**src/rtl/avalon_mem_arbiter.sv**
```systemverilog
`timescale 1ns/1ps
`default_nettype none
// ============================================================================
// Module      : avalon_mem_arbiter
// Description : Shares one Avalon-MM master port between an instruction-fetch
//               requester (I) and a data load/store requester (D). One bus
//               transaction is in flight at a time. Bus fields are held stable
//               across waitrequest. Completion is reported with a one-cycle
//               done pulse and registered read data. A transaction that is
//               stalled too long is aborted and flagged with err.
// Revision    : 1.0 - initial release
// ----------------------------------------------------------------------------
// Parameters
//   TIMEOUT_CYCLES : consecutive waitrequest-high cycles before abort (1..65535)
// Ports
//   clk, reset     : rising-edge clock, synchronous active-high reset
//   i_req/i_addr   : fetch request (always a 32-bit read)
//   i_rdata/i_done : fetch read data, valid during the i_done pulse
//   d_req/d_we/d_addr/d_wdata/d_be : data request
//   d_rdata/d_done : data read data, valid during the d_done pulse
//   err            : pulses together with the done of an aborted transaction
//   address/read/write/writedata/byteenable/readdata/waitrequest : Avalon bus
// ============================================================================
module avalon_mem_arbiter #(
   parameter int unsigned TIMEOUT_CYCLES = 255
) (
   input  logic        clk,
   input  logic        reset,
   // fetch port
   input  logic        i_req,
   input  logic [31:0] i_addr,
   output logic [31:0] i_rdata,
   output logic        i_done,
   // data port
   input  logic        d_req,
   input  logic        d_we,
   input  logic [31:0] d_addr,
   input  logic [31:0] d_wdata,
   input  logic [3:0]  d_be,
   output logic [31:0] d_rdata,
   output logic        d_done,
   output logic        err,
   // Avalon master
   output logic [31:0] address,
   output logic        read,
   output logic        write,
   output logic [31:0] writedata,
   output logic [3:0]  byteenable,
   input  logic [31:0] readdata,
   input  logic        waitrequest
);

   typedef enum logic [1:0] {
      IDLE   = 2'd0,
      BUSY_I = 2'd1,
      BUSY_D = 2'd2
   } state_t;

   localparam logic [15:0] C_TIMEOUT = 16'(TIMEOUT_CYCLES);
   localparam logic [15:0] C_CNT_MAX = 16'hFFFF;

   state_t      r_state;
   logic        r_last_d;     // 1 = D was granted last, 0 = I was granted last
   logic [15:0] r_wait_cnt;

   logic        w_elig_i;
   logic        w_elig_d;
   logic        w_grant_i;
   logic        w_grant_d;
   logic [15:0] w_cnt_inc;
   logic        w_timeout;

   // A request seen during its own done pulse is the tail of the transaction
   // that just finished, not a new one.
   assign w_elig_i = i_req & ~i_done;
   assign w_elig_d = d_req & ~d_done;

   // Round-robin on a tie: whoever was not granted last wins.
   assign w_grant_d = w_elig_d & (~w_elig_i | ~r_last_d);
   assign w_grant_i = w_elig_i & ~w_grant_d;

   // Saturating increment so the counter can never wrap back below the limit.
   assign w_cnt_inc = (r_wait_cnt == C_CNT_MAX) ? r_wait_cnt : (r_wait_cnt + 16'd1);
   assign w_timeout = (w_cnt_inc >= C_TIMEOUT);

   always_ff @(posedge clk) begin
      if (reset) begin
         r_state    <= IDLE;
         r_last_d   <= 1'b0;
         r_wait_cnt <= 16'd0;
         address    <= 32'd0;
         read       <= 1'b0;
         write      <= 1'b0;
         writedata  <= 32'd0;
         byteenable <= 4'd0;
         i_rdata    <= 32'd0;
         d_rdata    <= 32'd0;
         i_done     <= 1'b0;
         d_done     <= 1'b0;
         err        <= 1'b0;
      end else begin
         // done/err are single-cycle pulses
         i_done <= 1'b0;
         d_done <= 1'b0;
         err    <= 1'b0;

         case (r_state)
            IDLE: begin
               if (w_grant_d) begin
                  address    <= d_addr;
                  read       <= ~d_we;
                  write      <= d_we;
                  writedata  <= d_wdata;
                  byteenable <= d_be;
                  r_wait_cnt <= 16'd0;
                  r_last_d   <= 1'b1;
                  r_state    <= BUSY_D;
               end else if (w_grant_i) begin
                  address    <= i_addr;
                  read       <= 1'b1;
                  write      <= 1'b0;
                  byteenable <= 4'hF;
                  r_wait_cnt <= 16'd0;
                  r_last_d   <= 1'b0;
                  r_state    <= BUSY_I;
               end
            end

            BUSY_I, BUSY_D: begin
               if (waitrequest) begin
                  r_wait_cnt <= w_cnt_inc;
                  if (w_timeout) begin
                     // Abort: drop the strobe and report an empty result.
                     read    <= 1'b0;
                     write   <= 1'b0;
                     err     <= 1'b1;
                     r_state <= IDLE;
                     if (r_state == BUSY_I) begin
                        i_done  <= 1'b1;
                        i_rdata <= 32'd0;
                     end else begin
                        d_done  <= 1'b1;
                        d_rdata <= 32'd0;
                     end
                  end
               end else begin
                  read    <= 1'b0;
                  write   <= 1'b0;
                  r_state <= IDLE;
                  if (r_state == BUSY_I) begin
                     i_done <= 1'b1;
                     if (read) begin
                        i_rdata <= readdata;
                     end
                  end else begin
                     d_done <= 1'b1;
                     // Writes leave the previous read data in place.
                     if (read) begin
                        d_rdata <= readdata;
                     end
                  end
               end
            end

            default: begin
               read    <= 1'b0;
               write   <= 1'b0;
               r_state <= IDLE;
            end
         endcase
      end
   end

endmodule
`default_nettype wire

```
**config.mk**
```make
export PLATFORM = sky130hd
export DESIGN_NAME = avalon_mem_arbiter
export DESIGN_NICKNAME = d
export VERILOG_FILES = /design/src/rtl/avalon_mem_arbiter.sv
export SDC_FILE = /design/constraint.sdc
export NUM_CORES = 1
export LEC_CHECK = 0
export ABC_AREA = 1
export CAP_MARGIN = 30
export CORE_MARGIN = 10
export CORE_UTILIZATION = 24
export CTS_CLUSTER_SIZE = 24
export DETAILED_ROUTE_END_ITERATION = 12
export DONT_BUFFER_PORTS = 1
export MAX_ROUTING_LAYER = met4
export PLACE_DENSITY = 0.46
export SLEW_MARGIN = 30
export SYNTH_ARGS = -nofsm -noshare
export SYNTH_HDL_FRONTEND = slang
export SYNTH_SLANG_ARGS = --single-unit
```
**constraint.sdc**
```tcl
create_clock -name clk -period 4.2 [get_ports clk]
set_clock_uncertainty 0.1 [all_clocks]
set_input_delay 0.42 -clock clk [delete_from_list [all_inputs] [get_ports clk]]
set_output_delay 0.42 -clock clk [all_outputs]
set_load 0.02 [all_outputs]
```
; ---- Word level (Yosys, flattened, before mapping)
; Cells that the tools add are included.
[classes]
add_sub_neg = 1
order_cmp = 1
n_eq_ne = 10
muxes = 39
n_bitwise = 13
n_reduce_logical = 14
[op_table]
columns = operator, n
row1 = $mux W32, 11
row2 = $mux W16, 4
row3 = $pmux W16 S2, 1
row4 = $add A16 B1 Y16 const B, 1
row5 = $eq A16 B16 Y1 const B, 1
row6 = $ge A16 B8 Y1 const B, 1
row7 = $mux W1, 14
row8 = $reduce_and A5 Y1, 2
row9 = $mux W2, 4
row10 = $mux W4, 2
row11 = $not A1 Y1, 8
row12 = $reduce_bool A2 Y1, 4
row13 = $ne A2 B2 Y1 const B, 3
row14 = $ne A3 B3 Y1 const B, 2
row15 = $reduce_and A2 Y1, 3
row16 = $and A1 B1 Y1, 4
row17 = $ne A2 B1 Y1 const B, 2
row18 = $pmux W1 S2, 2
row19 = $pmux W2 S2, 1
row20 = $reduce_or A2 Y1, 2
row21 = $reduce_and A3 Y1, 1
row22 = $reduce_or A3 Y1, 1
row23 = $eq A2 B1 Y1 const B, 1
row24 = $eq A2 B2 Y1 const B, 1
row25 = 2 further kinds, 2
[totals]
ff_bits = 156
inputBits = 138
output_inout_bits = 137
elab_cells = 91

; ---- Logic depth before layout (Yosys ltp)
[logic_depth]
depth_word = 10
mapped_depth = 17
ltp_nobuf = 16

; ---- Worst setup path before layout
; Ideal clock, no wire load.
[synth_path]
path_type = register to register
startpoint = register r_wait_cnt[0]
endpoint = register i_rdata[30]
setup_ps = 114
t_arrival_ps = 2041
path_slack_ps = 1945
stages_incl_launch_ff = 17
period_less_slack_ps = 2255
cell_sequence = dfxtp_1 > ha_1 > inv_1 > nor2_2 > nand2_2 > inv_2 > nand2_2 > buf_6 > nand2_1 > nand2_1 > nor2_2 > nand3_2 > nand3_4 > nand3_4 > buf_2 > a21oi_1 > nor2_1
[synth_between]
elab_chain_len = 5
elab_cells_between_ends = 7
[synth_lines]
columns = element, line_no
row1 = "start, declared", 64  ; logic [15:0] r_wait_cnt;
row2 = "start signal, assigned", 131  ; r_wait_cnt <= w_cnt_inc;
row3 = $add A16 B1 Y16 / $eq A16 B16 Y1 (equally long branches), 83  ; assign w_cnt_inc = (r_wait_cnt == C_CNT_MAX) ? r_wait_cnt : (r_wait_cnt + 16'd1);
row4 = $mux W16 (*), 83
row5 = $ge A16 B8 Y1 (*), 84  ; assign w_timeout = (w_cnt_inc >= C_TIMEOUT);
row6 = $ne A2 B1 Y1 (no line), --
row7 = $reduce_and A5 Y1 (no line) (*), --
row8 = "end signal, assigned", 153  ; i_rdata <= readdata;
row9 = "end, declared", 32  ; output logic [31:0] i_rdata,
; Mark *: on every way between the ends. The rest lies on a longest branch, timed or not.
; A chain may end at the register's enable or synchronous reset.

; ---- Worst setup path in the final report
[layout_path]
startpoint = register r_wait_cnt[0]
endpoint = register i_rdata[14]
; The elaborated chain is that of the path after synthesis.

==> impl_metrics.yaml <==
sta:
  finalSetupTns_ns: 0
  final-hold-violation-count: 0
  report.final.slew_viol_count: 0
  setup_viol: 0
  holdWs_ns: 0.0264
  finalCritPeriodShare_pct: 71.8
  timing.final.crit_period_ns: 3.01
  timing_worst_slew_pin_value_ns: 0.715
  worst_slack_ns: 1.19
  achievable-frequency_ghz: 0.332
  relSlewSlack_pct: 52.4
  rsz0062_at_grt: "no"
synth:
  gate_count_of_the_mapped_netlist: 1005
  synthesis.area_um2: 7000
  syn-num-nets: 1146
  sequential_fraction_of_the_synthesis_area_pct: 44.6
  yosys_register_bits: 156
  synth_cell_types: 31
  syn_avg_cell_area_um2: 6.97
  yosys_warnings: 0
floorplan:
  rows: 62
  initial_standard_cell_utilization_of_the_core_pct: 24.3
  die_h_um: 191
  io_pins: 275
  die_area_um2: 36400
  core_area_um2: 28800
  chipWidth_um: 191
final_layout:
  final_layout_size_suffix_gt1_share_pct: 8.31
  antenna-diode-count: 0
  final.fill_count: 3134
  area_growth_syn_to_layout_pct: 12.7
  finalNetCount: 1115
setup_path:
  worst_path_largest_cell_delay_ns: 0.46
  reg2regPathDepth: 14
  critical_path.startpoint: "r_wait_cnt[0]$_SDFFE_PP0P_"
  critical_path.reg2reg.endpoint: "i_rdata[14]$_SDFFE_PP0P_"
  arrival_ns: 3.23
  ff2ff_setup_slack_ns: 1.19
  slowest_cell_on_crit_path: "sky130_fd_sc_hd__nand3_4"
  cp-endpoint: "i_rdata[14]$_SDFFE_PP0P_"
  critical_path.top_delay_family: "simple AND/OR/NAND/NOR gates"
  regToRegStartpoint: "r_wait_cnt[0]$_SDFFE_PP0P_"
  crit_fanout: 42
  critical_path_cell_count: 14
  critical_path.cell_chain: "ha_1, inv_1, nor2_2, nand2_2, inv_2, nand2_2, nand2_1, nand2_1, nor2_2, nand3_2, nand3_4, nand3_4, a21oi_1, nor2_1"
  endpoint_kind: "flop"
  setup.worst_path.class: "flop to flop"
  setup.worst_path.start_class: "flop"
  buf_inv_stages_crit_path: 2
  required_time_worst_endpoint_ns: 4.41
routing:
  vias_per_cell: 4.65
  drt_iter0_markers: 326
  post_dr_wirelength_cell_um: 17.8
  drc_errors: 0
  post_drt_antenna_nets: 0
  drt-total-wl_um: 24500
  drt-pass1-iter-count: 5
  routed_vias: 6381
power:
  clkPwrFrac_pct: 32.7
  max-vdd-ir-drop_uv: 260
  net-switching-power_uw: 1790
  cell_internal_pwr_uw: 2780
  seq_power_share_pct: 47.6
  p_leak_uw: 0.00321
  powerDensity_nw_per_um2: 579
  power.combinational.fraction_pct: 19.7
  swShare_pct: 39.2
clock_tree:
  cts.sink_count: 156
  tritoncts.num_buffers: 17
  cts_max_path_buffers: 2
  clkLatencyLatePin_ns: 0.43
  clk_transition_reported_paths_ns: 0.07
  clock_tree.htree_level_count: 4
  cts_tree: "done"
  clk_root_buffer_cell: "sky130_fd_sc_hd__clkbuf_16"
  cts_resized: 0
hold_path:
  hold-path-cell-count: 2
  hold_path_class: "input port to flop"
global_route:
  global_route.usage.met3_pct: 5.32
  aggregate_global_route_resource_usage_pct: 13.5
  globalRouteMet2Util_pct: 21.0
  grt_max_degree: 69
  grt.busiest_layer: "met2"
  grt-ovfl-total: 0
  wire_length_of_the_first_global_routing_pass_um: 37400
  grt_util_met1_pct: 16.0
  number_of_global_route_vias_before_repair: 6314
  antenna_found_initial: 0
status:
  outcome: "complete, no violations"
placement:
  placement.setup.worst_slack_ns: 0.789
  finalWeightedCongestion: 0.845
  hpwlAfterDp_um: 17400
  placement.io_buffers: 0
job:
  cap_viol_max_count: 0
## repair_timing
item,in CTS,in global routing
hold buffers,4,0
buffers inserted,0,0
endpoints found under the hold margin,51,0
## sequential cells by signal, indices dropped and copies added (netlist names)
register    count
read            1
write           1
r_last_d        1
r_wait_cnt     16
d_rdata        32
i_done          1
writedata      32
byteenable      4
i_rdata        32
r_state         2
d_done          1
address        32
err             1
## cell usage after synthesis
master,n,area [um^2]
sky130_fd_sc_hd__o21ai_1,1,5.00
sky130_fd_sc_hd__nand3_1,51,255
sky130_fd_sc_hd__nand3_2,2,20.0
sky130_fd_sc_hd__or2_2,3,18.8
sky130_fd_sc_hd__nand2_1,247,927
sky130_fd_sc_hd__inv_1,86,323
sky130_fd_sc_hd__buf_2,11,55.1
sky130_fd_sc_hd__nand2_2,2,12.5
sky130_fd_sc_hd__clkinv_1,3,11.3
sky130_fd_sc_hd__a22oi_1,1,7.51
sky130_fd_sc_hd__o21bai_1,3,22.5
sky130_fd_sc_hd__buf_12,1,20.0
sky130_fd_sc_hd__ha_1,3,37.5
sky130_fd_sc_hd__buf_1,5,18.8
sky130_fd_sc_hd__o21ai_0,68,340
sky130_fd_sc_hd__dfxtp_1,156,3120
sky130_fd_sc_hd__o221a_2,4,45.0
sky130_fd_sc_hd__buf_8,3,45.0
sky130_fd_sc_hd__xor2_1,2,17.5
sky130_fd_sc_hd__nor2_2,5,31.3
sky130_fd_sc_hd__a31oi_1,32,200
sky130_fd_sc_hd__buf_6,3,33.8
sky130_fd_sc_hd__inv_2,9,33.8
sky130_fd_sc_hd__nor2_1,135,507
sky130_fd_sc_hd__buf_4,1,7.51
sky130_fd_sc_hd__nand4_1,51,319
sky130_fd_sc_hd__a21oi_1,68,340
sky130_fd_sc_hd__nand3_4,2,35.0
sky130_fd_sc_hd__a211oi_1,1,7.51
sky130_fd_sc_hd__nor2_4,1,11.3
sky130_fd_sc_hd__clkbuf_1,45,169
## power groups by stage
stage               Clock, uW  Sequential [uW]  Combinational [uW]
global route             1610             2210                1040
global placement            0             2230                 880
detailed placement          0             2220                 888
floorplan                   0             2120                 683
CTS                      1550             2190                 901
finish                   1490             2180                 900
## cell usage in the layout, fill, tap and decap left out, drive strengths merged, types with 4 or more instances in the layout
cell,netlist,final
nor2,141,141
clkbuf,45,19
nand3,55,55
o221a,4,4
buf,24,16
o21ai,69,69
clkinvlp,0,5
clkinv,3,5
a31oi,32,32
nand2,249,249
a21oi,68,68
nand4,51,51
inv,95,101
dfxtp,156,156
## layer usage
layer | up-vias | routed length, um
met1 | 2887 | 10300
met2 | 275 | 11400
met5 | - | 0
met3 | 13 | 2530
met4 | 0 | 252
li1 | 3206 | -
## how the worst min path moves through the flow
| stage | end | startpoint |
|---|---|---|
| 6_report | writedata[0]$_SDFFE_PP0P_ | d_wdata[0] |
| 5_1_grt | writedata[15]$_SDFFE_PP0P_ | d_wdata[15] |
| 4_1_cts | writedata[18]$_SDFFE_PP0P_ | d_wdata[18] |
| 3_5_place_dp | r_last_d$_SDFFE_PP0P_ | r_last_d$_SDFFE_PP0P_ |
| 3_3_place_gp | r_state[1]$_SDFFE_PP0P_ | r_state[1]$_SDFFE_PP0P_ |
| 2_1_floorplan | r_state[1]$_SDFFE_PP0P_ | r_state[1]$_SDFFE_PP0P_ |
## area by class of cell
cell class              instances  area [um^2]  share of cell area, %
inverters                      98          370                   4.69
well taps                     384          480                   6.09
clock buffers                  19          453                   5.74
multi-input cells             682         3180                   40.2
repair buffers                 19          183                   2.31
clock inverters                13          106                   1.35
flip-flops and latches        156         3120                   39.6
## stage by stage
step | area, um^2 | instances | total power [uW] | util (%)
finish | 7890 | 1371 | 4570 | 27.4
global route | 7890 | 1371 | 4850 | 27.4
CTS | 7860 | 1370 | 4640 | 27.3
detailed placement | 7250 | 1334 | 3110 | 25.2
global placement | 7250 | 1334 | 3110 | 25.2
floorplan | 7000 | 1005 | 2800 | -
## cells by family (layout without fill, tap and decap cells)
kind of cell,Yosys count,count (layout),share of synthesized area [%]
AO/OA/AOI/OAI,178,178,13.8
XOR/XNOR,2,2,0.250
adder cells (fa/ha/maj),3,3,0.536
buffers and inverters,167,149,10.2
flip-flops,156,156,44.6
AND/OR/NAND/NOR,499,499,30.5
(Power assumes the default switching activity.)
